[src/rtl/id_stage.sv]
// MIPS instruction-decode stage: IF/ID register, 32x32 register file with write-first
// bypass, and same-cycle branch/jump resolution feeding fetch's next-PC mux.
module id_stage #(
    parameter int unsigned WIDTH = 32
) (
    input  logic             clk,
    input  logic             rst,
    input  logic             StallD,
    input  logic             FlushD,
    input  logic [31:0]      InstrF,
    input  logic [WIDTH-1:0] PC_add_4F,
    input  logic             RegWriteW,
    input  logic [4:0]       WriteRegW,
    input  logic [WIDTH-1:0] ResultW,
    input  logic             ForwardAD,
    input  logic             ForwardBD,
    input  logic [WIDTH-1:0] ALUOutM,
    output logic             Jump,
    output logic             BranchD,
    output logic [WIDTH-1:0] Jump_addr,
    output logic [WIDTH-1:0] Jump_reg,
    output logic [WIDTH-1:0] beq_addr,
    output logic [31:0]      InstrD,
    output logic [WIDTH-1:0] PC_add_4D,
    output logic [WIDTH-1:0] RD1D,
    output logic [WIDTH-1:0] RD2D,
    output logic [4:0]       RsD,
    output logic [4:0]       RtD,
    output logic [4:0]       RdD,
    output logic [WIDTH-1:0] ImmD,
    output logic             LinkD,
    output logic [WIDTH-1:0] LinkAddrD,
    output logic             BDelaySlotD
);

    localparam logic [5:0] OpSpecial = 6'b000000;
    localparam logic [5:0] OpRegimm  = 6'b000001;
    localparam logic [5:0] OpJ       = 6'b000010;
    localparam logic [5:0] OpJal     = 6'b000011;
    localparam logic [5:0] OpBeq     = 6'b000100;
    localparam logic [5:0] OpBne     = 6'b000101;
    localparam logic [5:0] OpBlez    = 6'b000110;
    localparam logic [5:0] OpBgtz    = 6'b000111;
    localparam logic [5:0] FnJr      = 6'b001000;
    localparam logic [5:0] FnJalr    = 6'b001001;
    localparam logic [4:0] RtBltz    = 5'b00000;
    localparam logic [4:0] RtBgez    = 5'b00001;
    localparam logic [4:0] RtBltzal  = 5'b10000;
    localparam logic [4:0] RtBgezal  = 5'b10001;

    logic [31:0]      instr_q, instr_d;
    logic [WIDTH-1:0] pc_add_4_q, pc_add_4_d;
    logic             bdelay_q, bdelay_d;
    logic [WIDTH-1:0] rf_q [32];

    logic             is_branch_jump;
    logic [5:0]       opcode;
    logic [5:0]       funct;
    logic [WIDTH-1:0] rf_rd1, rf_rd2;

    assign opcode = instr_q[31:26];
    assign funct  = instr_q[5:0];

    // IF/ID register: reset/flush > stall > load
    always_comb begin
        instr_d    = instr_q;
        pc_add_4_d = pc_add_4_q;
        bdelay_d   = bdelay_q;
        if (rst || FlushD) begin
            instr_d    = '0;
            pc_add_4_d = '0;
            bdelay_d   = 1'b0;
        end else if (!StallD) begin
            instr_d    = InstrF;
            pc_add_4_d = PC_add_4F;
            bdelay_d   = is_branch_jump;
        end
    end

    always_ff @(posedge clk) begin
        instr_q    <= instr_d;
        pc_add_4_q <= pc_add_4_d;
        bdelay_q   <= bdelay_d;
    end

    // Register contents survive reset; r0 is never written.
    always_ff @(posedge clk) begin
        if (RegWriteW && (WriteRegW != 5'd0)) begin
            rf_q[WriteRegW] <= ResultW;
        end
    end

    always_comb begin
        rf_rd1 = '0;
        rf_rd2 = '0;
        if (RsD != 5'd0) begin
            rf_rd1 = (RegWriteW && (WriteRegW == RsD)) ? ResultW : rf_q[RsD];
        end
        if (RtD != 5'd0) begin
            rf_rd2 = (RegWriteW && (WriteRegW == RtD)) ? ResultW : rf_q[RtD];
        end
    end

    assign InstrD      = instr_q;
    assign PC_add_4D   = pc_add_4_q;
    assign BDelaySlotD = bdelay_q;
    assign RsD         = instr_q[25:21];
    assign RtD         = instr_q[20:16];
    assign RdD         = instr_q[15:11];
    assign ImmD        = {{(WIDTH-16){instr_q[15]}}, instr_q[15:0]};
    assign RD1D        = ForwardAD ? ALUOutM : rf_rd1;
    assign RD2D        = ForwardBD ? ALUOutM : rf_rd2;
    assign Jump_addr   = {pc_add_4_q[WIDTH-1:WIDTH-4], instr_q[25:0], 2'b00};
    assign beq_addr    = pc_add_4_q + (ImmD << 2);
    assign Jump_reg    = RD1D;
    assign LinkAddrD   = pc_add_4_q + WIDTH'(4);

    // Next-PC select: {Jump, BranchD} = 11 J/JAL, 10 JR/JALR, 01 taken branch
    always_comb begin
        Jump           = 1'b0;
        BranchD        = 1'b0;
        LinkD          = 1'b0;
        is_branch_jump = 1'b0;
        case (opcode)
            OpJ: begin
                Jump           = 1'b1;
                BranchD        = 1'b1;
                is_branch_jump = 1'b1;
            end
            OpJal: begin
                Jump           = 1'b1;
                BranchD        = 1'b1;
                LinkD          = 1'b1;
                is_branch_jump = 1'b1;
            end
            OpSpecial: begin
                if (funct == FnJr || funct == FnJalr) begin
                    Jump           = 1'b1;
                    is_branch_jump = 1'b1;
                    LinkD          = (funct == FnJalr);
                end
            end
            OpBeq: begin
                is_branch_jump = 1'b1;
                BranchD        = (RD1D == RD2D);
            end
            OpBne: begin
                is_branch_jump = 1'b1;
                BranchD        = (RD1D != RD2D);
            end
            OpBlez: begin
                is_branch_jump = 1'b1;
                BranchD        = RD1D[WIDTH-1] || (RD1D == '0);
            end
            OpBgtz: begin
                is_branch_jump = 1'b1;
                BranchD        = !RD1D[WIDTH-1] && (RD1D != '0);
            end
            OpRegimm: begin
                case (RtD)
                    RtBltz, RtBltzal: begin
                        is_branch_jump = 1'b1;
                        BranchD        = RD1D[WIDTH-1];
                        LinkD          = (RtD == RtBltzal);
                    end
                    RtBgez, RtBgezal: begin
                        is_branch_jump = 1'b1;
                        BranchD        = !RD1D[WIDTH-1];
                        LinkD          = (RtD == RtBgezal);
                    end
                    default: ;
                endcase
            end
            default: ;
        endcase
    end

endmodule
[config.mk]
export PLATFORM = sky130hd
export DESIGN_NAME = id_stage
export DESIGN_NICKNAME = d
export VERILOG_FILES = /design/src/rtl/id_stage.sv
export SDC_FILE = /design/constraint.sdc
export NUM_CORES = 2
export LEC_CHECK = 0
export ABC_AREA = 1
export CAP_MARGIN = 15
export CORE_MARGIN = 5
export CORE_UTILIZATION = 30
export DETAILED_ROUTE_END_ITERATION = 10
export PLACE_DENSITY = 0.5
export SLEW_MARGIN = 5
export SYNTH_ARGS = -nofsm -noshare
export SYNTH_HDL_FRONTEND = slang
export SYNTH_SLANG_ARGS = --single-unit
[constraint.sdc]
create_clock -name clk -period 6.05 [get_ports clk]
set_input_delay 0.605 -clock clk [delete_from_list [all_inputs] [get_ports clk]]
set_output_delay 0.605 -clock clk [all_outputs]
set_load 0.01 [all_outputs]
==> qor.yml <==
critPathArrivalTime_ns: 5.02
hold_viol: 0
path_clk_slew_ns: 0.06
die-width_um: 461
clockBufferDepth: 3
cp_max_fo: 6
endpoint_kind: "output pin"
syn_area_mm2: 0.0610
startpoint_type: "flip-flop"
clock_latency_ns: 0.76
cts_root_buf: "clkbuf_16"
htreeDepth: 4
cp_num_buf_inv: 3
setup_tns_ns: 0
cap_violations: 0
crit_path_max_incr_delay_ns: 0.62
tightest_slew_ns: 1.20
boundaryPins: 447
cp_top_family: "compound AO/OA/AOI/OAI gates"
hold_ws_ns: 0.396
ir_worst_vdd_mv: 0.284
synth_cell_type_count: 49
timing.critical_path.required_ns: 5.44
cp-startpoint: "InstrD[0]"
crit_chain: "ha_1, inv_1, fa_1, o21ai_0, a21oi_1, o21ai_0, a21oi_1, inv_1, nand2_1, nand2_1, a21oi_1, o21ai_0, a21oi_1, xnor2_1, clkdlybuf4s50_1"
fin_ws_ns: 0.426
status: "complete, no violations"
rsz0062_at_grt: "no"
cts_tree: "done"
clock_sinks: 1099
leakage_nw: 27.2
drive_gt1_share_pct: 6.50
die_h_um: 461
area_delta_synth_final_pct: 17.6
yosysSeqAreaShare_pct: 52.8
numCtsBuffers: 136
report.final.setup_viol: 0
place_congestion: 0.915
ys_ff_latch: 1099
worst_hold_path_type: "in2reg"
dp_cells: 9808
ant_nets: 0
period_share_pct: 93.0
die-area_mm2: 0.213
synthTopCellsByArea: "edfxtp_1 50%, nand2_1 11%, nand3_1 10%"
start_util_pct: 30.2
post-route-util_pct: 35.5
grt_pass1_wl_um: 374000
grt_pass1_vias: 50900
period_needed_ns: 5.62
synth_edf_count: 1024
power_density_mw_per_mm2: 265
synth_ff_type: "edfxtp_1"
antenna_found_initial: 12
slew_headroom_pct: 19.9
rows: 165
critPathKind: "reg2out"
dpl.hpwl_um: 160000
yosysWarnings: 0
skew_ns: 0.0193
vias: 53900
routed_wl_um: 268000
grtUsageTotal_pct: 24.4
cpMaxStageDelayCell: "clkdlybuf4s50_1"
initialDrtViolationCount: 6759
final_cells: 10100
via_per_inst: 5.36
drt-pass1-iter-count: 6
overflow: 0
postSynthCellCount: 7092
synth.top_cell.area_share_pct: 50.4
synth.most_common_cell: "nand2_1"
avgSynthCellArea_um2: 8.61
drc: 0
final-max-slew-violation-count: 0
io_buffers: 444
synth_common_cells: "1824 x nand2_1, 1259 x nand3_1, 1024 x edfxtp_1"
dp_slack_ns: 0.788
clock.fmax_ghz: 0.178
grt_max_degree: 212
wire_per_inst_um: 26.7
synth_top_cell_by_area: "edfxtp_1"
async_flop_share_pct: 0
hp-start: "InstrF[29]"
nets: 7446
core_mm2: 0.202
r2r-start: "InstrD[4]"
crit_top_cell: "a21oi_1"
worst min-delay path, stage by stage:
cell and delay (ns):
clkdlybuf4s50_1 0.39, nand2_1 0.06, a21oi_1 0.05
metal layers:
metal  global-route usage [%]  vias to the layer above  routed length [um]
met5                        0                        -                  46
met4                     11.3                        8               14200
met3                     4.61                      553               23900
met2                     38.6                     2921              120000
met1                     32.2                    26000              110000
li1                         -                    24400                   -
state kept, by name (all words and copies together) (netlist names), named ones only:
register and cells:
rf_q 1024, PC_add_4D 32, InstrD 32, BDelaySlotD 1
logic make-up after synthesis:
| family | Yosys count | share of synthesized area, % |
|---|---|---|
| and+or+nand+nor | 3549 | 24.9 |
| buffers and inverters | 1390 | 10.6 |
| DFF | 1099 | 52.8 |
| other | 1 | 0.00614 |
| adders and majority gates | 31 | 0.648 |
| xor gates and xnor gates | 58 | 0.832 |
| AOI/OAI and AO/OA | 964 | 10.2 |
per-stage QoR:
step	power, W	cell area, um^2
6_report	0.0190	71800
2_1_floorplan	0.00987	61200
5_1_grt	0.0196	71800
3_3_place_gp	0.0110	67300
4_1_cts	0.0191	71700
3_5_place_dp	0.0110	67300
final cells by class:
| type | count | area (um^2) |
|---|---|---|
| well taps | 2672 | 3340 |
| clock buffers | 175 | 3670 |
| multi-input cells | 4636 | 22700 |
| clock inverters | 76 | 713 |
| diodes | 1 | 2.50 |
| repair buffers | 613 | 6050 |
| flip-flops and latches | 1099 | 32300 |
| fillers | 20500 | 131000 |
| inverters | 789 | 3000 |
report_power, final:
group	switching [W]	internal [W]	total (W)
registers	0.0000924	0.00842	0.00852
clock network	0.00342	0.00470	0.00812
logic	0.00162	0.000759	0.00237
total	0.00513	0.0139	0.0190
cells in the final DEF, fill, tap and decap left out, drive strengths merged, types with 2 or more instances in the layout:
cell type,count
a21boi,22
a21o,3
a21oi,245
a31oi,4
buf,173
bufinv,9
clkbuf,175
clkdlybuf4s50,440
clkinv,63
clkinvlp,2
conb,34
dfxtp,75
edfxtp,1024
ha,30
inv,791
nand2,1824
nand3,1259
nand4,15
nor2,348
nor3,18
nor4,11
o211ai,512
o21a,2
o21ai,166
o22ai,5
or2,71
xnor2,14
xor2,44
timing repair:
action | in CTS | in global routing
buffers inserted | 0 | 1
hold buffers | 0 | 0
cloned | 0 | 0
endpoints found under the setup margin | 1 | 1
resized for setup | 2 | 3
worst paths after layout:
path | to | slack (ns) | cells past startpoint
worst max register to register | BDelaySlotD | 4.46 | 5
worst max-delay path | beq_addr[26] | 0.43 | 15
worst min-delay path | InstrD[29] | 0.40 | 3
worst min register to register | InstrD[31] | 0.52 | 2
(Power assumes the default switching activity.)
